<file path="src/rtl/alu_seq_pkg.sv">
// Shared constants for the ALU command sequencer: opcodes, FSM encoding and
// the bit layout of the compare result.
package alu_seq_pkg;

  localparam logic [1:0] OP_ADD = 2'b00;
  localparam logic [1:0] OP_SUB = 2'b01;
  localparam logic [1:0] OP_CMP = 2'b10;
  localparam logic [1:0] OP_AND = 2'b11;

  localparam logic [1:0] ST_IDLE = 2'd0;
  localparam logic [1:0] ST_EXEC = 2'd1;
  localparam logic [1:0] ST_RESP = 2'd2;

  localparam int CMP_GT = 2;
  localparam int CMP_LT = 1;
  localparam int CMP_EQ = 0;

endpackage

</file>
<file path="src/rtl/alu_block.sv">
// Combinational ALU: wrapping add/sub, unsigned compare flags, and bitwise AND.
module alu_block
  import alu_seq_pkg::*;
#(
  parameter int WIDTH = 4
) (
  input  logic [WIDTH-1:0] a,
  input  logic [WIDTH-1:0] b,
  input  logic [1:0]       s,
  output logic [WIDTH-1:0] y
);

  always_comb begin
    y = '0;
    case (s)
      OP_ADD: y = a + b;
      OP_SUB: y = a - b;
      OP_CMP: begin
        y[CMP_GT] = (a > b);
        y[CMP_LT] = (a < b);
        y[CMP_EQ] = (a == b);
      end
      default: y = a & b;
    endcase
  end

endmodule

</file>
<file path="src/rtl/alu_cmd_sequencer_fifo.sv">
// Command FIFO with registered storage; a written entry is readable the cycle after.
module cmd_fifo #(
  parameter int W     = 11,
  parameter int DEPTH = 4
) (
  input  logic                       clk,
  input  logic                       rst_n,
  input  logic                       push,
  input  logic [W-1:0]               push_data,
  input  logic                       pop,
  output logic [W-1:0]               pop_data,
  output logic                       full,
  output logic                       empty,
  output logic [$clog2(DEPTH):0]     count
);

  localparam int AW = $clog2(DEPTH);
  localparam int CW = AW + 1;

  logic [W-1:0]  mem [DEPTH];
  logic [AW-1:0] wr_ptr;
  logic [AW-1:0] rd_ptr;
  logic          do_push;
  logic          do_pop;

  assign full     = (count == CW'(DEPTH));
  assign empty    = (count == '0);
  assign do_push  = push && !full;
  assign do_pop   = pop && !empty;
  assign pop_data = mem[rd_ptr];

  // Storage carries data only, so it is left out of reset.
  always_ff @(posedge clk) begin
    if (do_push) mem[wr_ptr] <= push_data;
  end

  always_ff @(posedge clk or negedge rst_n) begin
    if (!rst_n) begin
      wr_ptr <= '0;
      rd_ptr <= '0;
      count  <= '0;
    end else begin
      if (do_push) wr_ptr <= wr_ptr + 1'b1;
      if (do_pop)  rd_ptr <= rd_ptr + 1'b1;
      case ({do_push, do_pop})
        2'b10:   count <= count + 1'b1;
        2'b01:   count <= count - 1'b1;
        default: count <= count;
      endcase
    end
  end

endmodule

</file>
<file path="src/rtl/alu_cmd_sequencer.sv">
// Queues {A,B,op} commands, runs each through alu_block, and returns the
// result on a valid/ready stream while keeping a chaining accumulator.
module alu_cmd_sequencer
  import alu_seq_pkg::*;
#(
  parameter int WIDTH = 4,
  parameter int DEPTH = 4
) (
  input  logic                     clk,
  input  logic                     rst_n,
  input  logic                     cmd_valid,
  output logic                     cmd_ready,
  input  logic [WIDTH-1:0]         cmd_a,
  input  logic [WIDTH-1:0]         cmd_b,
  input  logic [1:0]               cmd_op,
  input  logic                     cmd_acc,
  output logic                     rsp_valid,
  input  logic                     rsp_ready,
  output logic [WIDTH-1:0]         rsp_result,
  output logic [1:0]               rsp_op,
  output logic [WIDTH-1:0]         acc_value,
  output logic                     busy,
  output logic [$clog2(DEPTH):0]   fifo_count
);

  localparam int EW = 2 * WIDTH + 3;

  logic [1:0]       state;
  logic [EW-1:0]    head;
  logic             fifo_full;
  logic             fifo_empty;
  logic             load;
  logic             head_acc;
  logic [1:0]       head_op;
  logic [WIDTH-1:0] head_a;
  logic [WIDTH-1:0] head_b;
  logic [WIDTH-1:0] alu_a;
  logic [WIDTH-1:0] alu_b;
  logic [1:0]       alu_s;
  logic [WIDTH-1:0] alu_y;

  assign cmd_ready = !fifo_full;
  assign busy      = (state != ST_IDLE) || !fifo_empty;

  assign head_b   = head[WIDTH-1:0];
  assign head_a   = head[2*WIDTH-1:WIDTH];
  assign head_op  = head[2*WIDTH+1:2*WIDTH];
  assign head_acc = head[2*WIDTH+2];

  // A new command starts from IDLE, or back-to-back on the response handshake.
  assign load = !fifo_empty &&
                ((state == ST_IDLE) || ((state == ST_RESP) && rsp_ready));

  cmd_fifo #(
    .W     (EW),
    .DEPTH (DEPTH)
  ) u_fifo (
    .clk       (clk),
    .rst_n     (rst_n),
    .push      (cmd_valid && cmd_ready),
    .push_data ({cmd_acc, cmd_op, cmd_a, cmd_b}),
    .pop       (load),
    .pop_data  (head),
    .full      (fifo_full),
    .empty     (fifo_empty),
    .count     (fifo_count)
  );

  alu_block #(
    .WIDTH (WIDTH)
  ) u_alu (
    .a (alu_a),
    .b (alu_b),
    .s (alu_s),
    .y (alu_y)
  );

  always_ff @(posedge clk or negedge rst_n) begin
    if (!rst_n) begin
      state      <= ST_IDLE;
      alu_a      <= '0;
      alu_b      <= '0;
      alu_s      <= '0;
      rsp_valid  <= 1'b0;
      rsp_result <= '0;
      rsp_op     <= '0;
      acc_value  <= '0;
    end else begin
      // Accumulator is already up to date here, so cmd_acc chains on the previous result.
      if (load) begin
        alu_a <= head_acc ? acc_value : head_a;
        alu_b <= head_b;
        alu_s <= head_op;
      end
      case (state)
        ST_IDLE: begin
          if (load) state <= ST_EXEC;
        end
        ST_EXEC: begin
          rsp_result <= alu_y;
          rsp_op     <= alu_s;
          rsp_valid  <= 1'b1;
          if (alu_s != OP_CMP) acc_value <= alu_y;
          state <= ST_RESP;
        end
        ST_RESP: begin
          if (rsp_ready) begin
            rsp_valid <= 1'b0;
            state     <= load ? ST_EXEC : ST_IDLE;
          end
        end
        default: state <= ST_IDLE;
      endcase
    end
  end

endmodule

</file>
<file path="config.mk">
export PLATFORM = sky130hd
export DESIGN_NAME = alu_cmd_sequencer
export DESIGN_NICKNAME = d
export VERILOG_FILES = /design/src/rtl/alu_seq_pkg.sv /design/src/rtl/alu_block.sv /design/src/rtl/alu_cmd_sequencer_fifo.sv /design/src/rtl/alu_cmd_sequencer.sv
export SDC_FILE = /design/constraint.sdc
export NUM_CORES = 1
export LEC_CHECK = 0
export CELL_PAD_IN_SITES_DETAIL_PLACEMENT = 1
export CELL_PAD_IN_SITES_GLOBAL_PLACEMENT = 1
export CORE_AREA = 3 3 94 96
export DETAILED_ROUTE_END_ITERATION = 12
export DIE_AREA = 0 0 97 99
export GPL_TIMING_DRIVEN = 1
export PLACE_DENSITY = 0.81
export REMOVE_ABC_BUFFERS = 1
export SLEW_MARGIN = 20
export SYNTH_ARGS = -nofsm -noshare
export SYNTH_HDL_FRONTEND = slang
export SYNTH_SLANG_ARGS = --single-unit
</file>
<file path="constraint.sdc">
create_clock -name clk -period 2.2 [get_ports clk]
set_input_delay 0.66 -clock clk [delete_from_list [all_inputs] [get_ports clk]]
set_output_delay 0.66 -clock clk [all_outputs]
set_load 0.01 [all_outputs]
</file>
==> impl_results.md <==
* Hold Path Stages at 2
* Vias post-DR at 2044
* Slew headroom at 59.79%
* Worst-Skew Late Latency at 0.34 ns
* Post-synthesis cell type with the largest combined area: edfxtp_1
* WL final at 6833 microns
* Final number of setup-violating endpoints at 0
* Final Cycle Share at 94.38%
* Cells after Synth at 246
* Area of the core at 0.008134 sq mm
* Setup TNS at 0 ns
* ANT nets after route at 0
* DR vias/cell at 5.072
* Drc violations at 0
* DR iter-0 viols at 51
* Worst Hold Class: reg2reg
* Worst-margin pin slew at 0.6032 ns
* Area Overhead vs Synth at 23.48%
* Max cap viols at 0
* I/O pins at 31
* Placer Congestion at 0.7412
* Number of diodes at 0
* Num Clock Sinks at 74
* Post-synth top area share at 39.36%
* RR Endpoint: u_fifo.count[2]
* Most common cell in the netlist: edfxtp_1
* Async S/R FF share, synth at 40.54%
* Max VDD drop at 536.0 uV
* Crit Path Category: in2reg
* Die height at 99 microns
* Initial antenna violation count at 0
* Startpoint types: input pin
* CTS max path bufs at 2
* Unique cell type count in the Yosys netlist at 37
* Crit end category: register
* Area contributors post-synth: edfxtp_1, dfrtp_1, ha_1
* CTS tree: yes
* Global route overflow at 0
* Cts bufs inserted at 9
* Drt pass-1 iters at 4
* Slowest stage delay, CP at 0.42 ns
* Critical path launch point: cmd_valid
* Final nets at 324
* Layout Utilization at 50.96%
* Clk root buf: clkbuf_8
* Clk slew on worst S/H paths at 0.09 ns
* Worst EP required at 2.46 ns
* Slew Limit Fails at 0
* DPL Wire Length at 4773 microns
* Crit path buf inv count at 3
* Number of synthesis warnings at 0
* Worst-path fanout max at 2
* Mapped Avg Cell Area at 13.65 sq um
* Hold buffers post-CTS at 0
* Endpoints failing hold at 0
* Seq/Total Area, Yosys at 61.72%
* Post-synthesis cell area at 0.003357 sq mm
* Top Family by Delay on Critical Path: adder cells
* Number of synthesized flops with an enable pin at 44
* Worst clock skew at 0.01214 ns
* Synth Flop Type: edfxtp_1
* Yosys reg bits at 74
* Final Critical Period at 2.076 ns
* CTS HTree Levels at 3
* Largest net degree at the start of global routing at 31
* Critical path, cell by cell: clkdlybuf4s50_1, and2_4, inv_1, ha_2, inv_1, fa_1, xor2_1, nor2_1, xor2_1
* RSZ-0062 raised after global routing: false
* DR WL/cell at 16.96 microns
* Cells on worst reg2reg path at 10
* First-pass GRT wire length at 11170 microns
* Worst r2r src: u_fifo.count[0]
* Die Area at 0.009603 sq mm
* Status: finished clean
* Fmax at 481.6 MHz
* Buffers on Ports at 30
* All-Layer GR Usage at 14.81%
* R2r setup slk at 0.17 ns
* Setup WS pre-CTS at -0.4838 ns
* # rows at 33
* Hold_sp: rsp_op[0]
* Top post-synthesis cells by count: edfxtp_1, dfrtp_1, nand2_1
* Initial core utilization at 41.27%
* Hold EP: rsp_op[0]
* Vias in the first global route at 2262
* Final WS setup at 0.1237 ns
* Data arrival, critical path at 2.33 ns
* Pwr dens at 1531 mW/mm^2
* Die W at 97 microns
* Slowest cell on crit path: clkdlybuf4s50_1
* Pleak at 1.667 nW
* Ratio of cells with drive above 1 in the final layout at 17.45%
## final cells by class
cell class              count  area (sq um)
flip-flops and latches     74          2074
inverters                  17         63.81
clock buffers              13         191.4
fillers                   818          3989
multi-input cells         144          1201
clock inverters             3         42.54
repair buffers             47         440.4
well taps                 105         131.4
## per-stage QoR
step           power, mW  hold slack, ns  cell area, sq um  std cells
6_report           6.346          0.4771              4145        403
5_1_grt            6.847          0.5219              4145        403
4_1_cts            6.372          0.4848              4110        400
3_5_place_dp       5.113          0.4642              3850        383
3_3_place_gp       4.925          0.4600              3850        383
2_1_floorplan      4.041          0.3644              3303        235
## flip-flops by register name, indices dropped and copies added (netlist names), 3 cells and up
register,count
acc_value,4
rsp_result,4
u_fifo.count,3
alu_b,4
alu_a,4
u_fifo.mem,44
## what timing repair did
action / in CTS / in global routing
setup buffers: 1 / 3
endpoints found under the hold margin: 0 / 0
endpoints found under the setup margin: 3 / 2
resized for setup: 6 / 7
pin swaps: 2 / 2
cloned: 0 / 0
## routing by layer
| metal | routed length, microns | global-route usage, % | share of wire [%] | vias up |
|---|---|---|---|---|
| li1 | - | - | - | 975 |
| met1 | 3027 | 18.14 | 44 | 1031 |
| met2 | 3507 | 26.17 | 51 | 29 |
| met4 | 87 | 4.752 | 1.3 | 0 |
| met3 | 211 | 3.255 | 3.1 | 9 |
| met5 | 0 | 0 | 0 | - |
## how the worst max path moves through the flow
stage               slack, ns         endpoint  cells after the start
finish                   0.12  u_fifo.count[2]                      9
global route             0.01  u_fifo.count[2]                     10
CTS                     0.006             busy                      3
detailed placement      -0.48  u_fifo.count[2]                      9
global placement        -0.38  u_fifo.count[2]                      9
floorplan               -1.15  u_fifo.count[2]                      8
## where the power goes
group / internal [mW] / switching (mW)
sequential: 1.95 / 0.458
combinational: 1.41 / 1.33
clock: 0.692 / 0.505
total: 4.05 / 2.29
## worst min-delay path: cells and delay by family (launching register included)
family	cells	cell delay [ns]
DFF	1	0.35
and+or+nand+nor	2	0.10
## cell families (layout without fill, tap and decap cells)
kind of cell             after synthesis  in the layout  share of synthesized area, %
flip-flops                            74             74                         61.72
AND/OR/NAND/NOR                       66             66                         9.243
AO/OA/AOI/OAI                         35             35                         5.964
buffers and inverters                 28             80                         3.503
multiplexers                          21             21                         11.37
adder cells (fa/ha/maj)               16             16                         6.635
XOR/XNOR                               6              6                         1.566
## placed cells by master, fill, tap and decap left out, types with 5 or more instances in the layout
| master | count |
|---|---|
| a21oi_1 | 12 |
| and3_1 | 5 |
| buf_4 | 16 |
| clkbuf_8 | 10 |
| clkdlybuf4s50_1 | 27 |
| dfrtp_1 | 28 |
| edfxtp_1 | 44 |
| ha_1 | 12 |
| inv_1 | 15 |
| mux2i_1 | 7 |
| mux4_1 | 5 |
| mux4_2 | 6 |
| nand2_1 | 25 |
| nor2_1 | 15 |
| o21ai_0 | 12 |
Power figures use the tool's default switching activity.
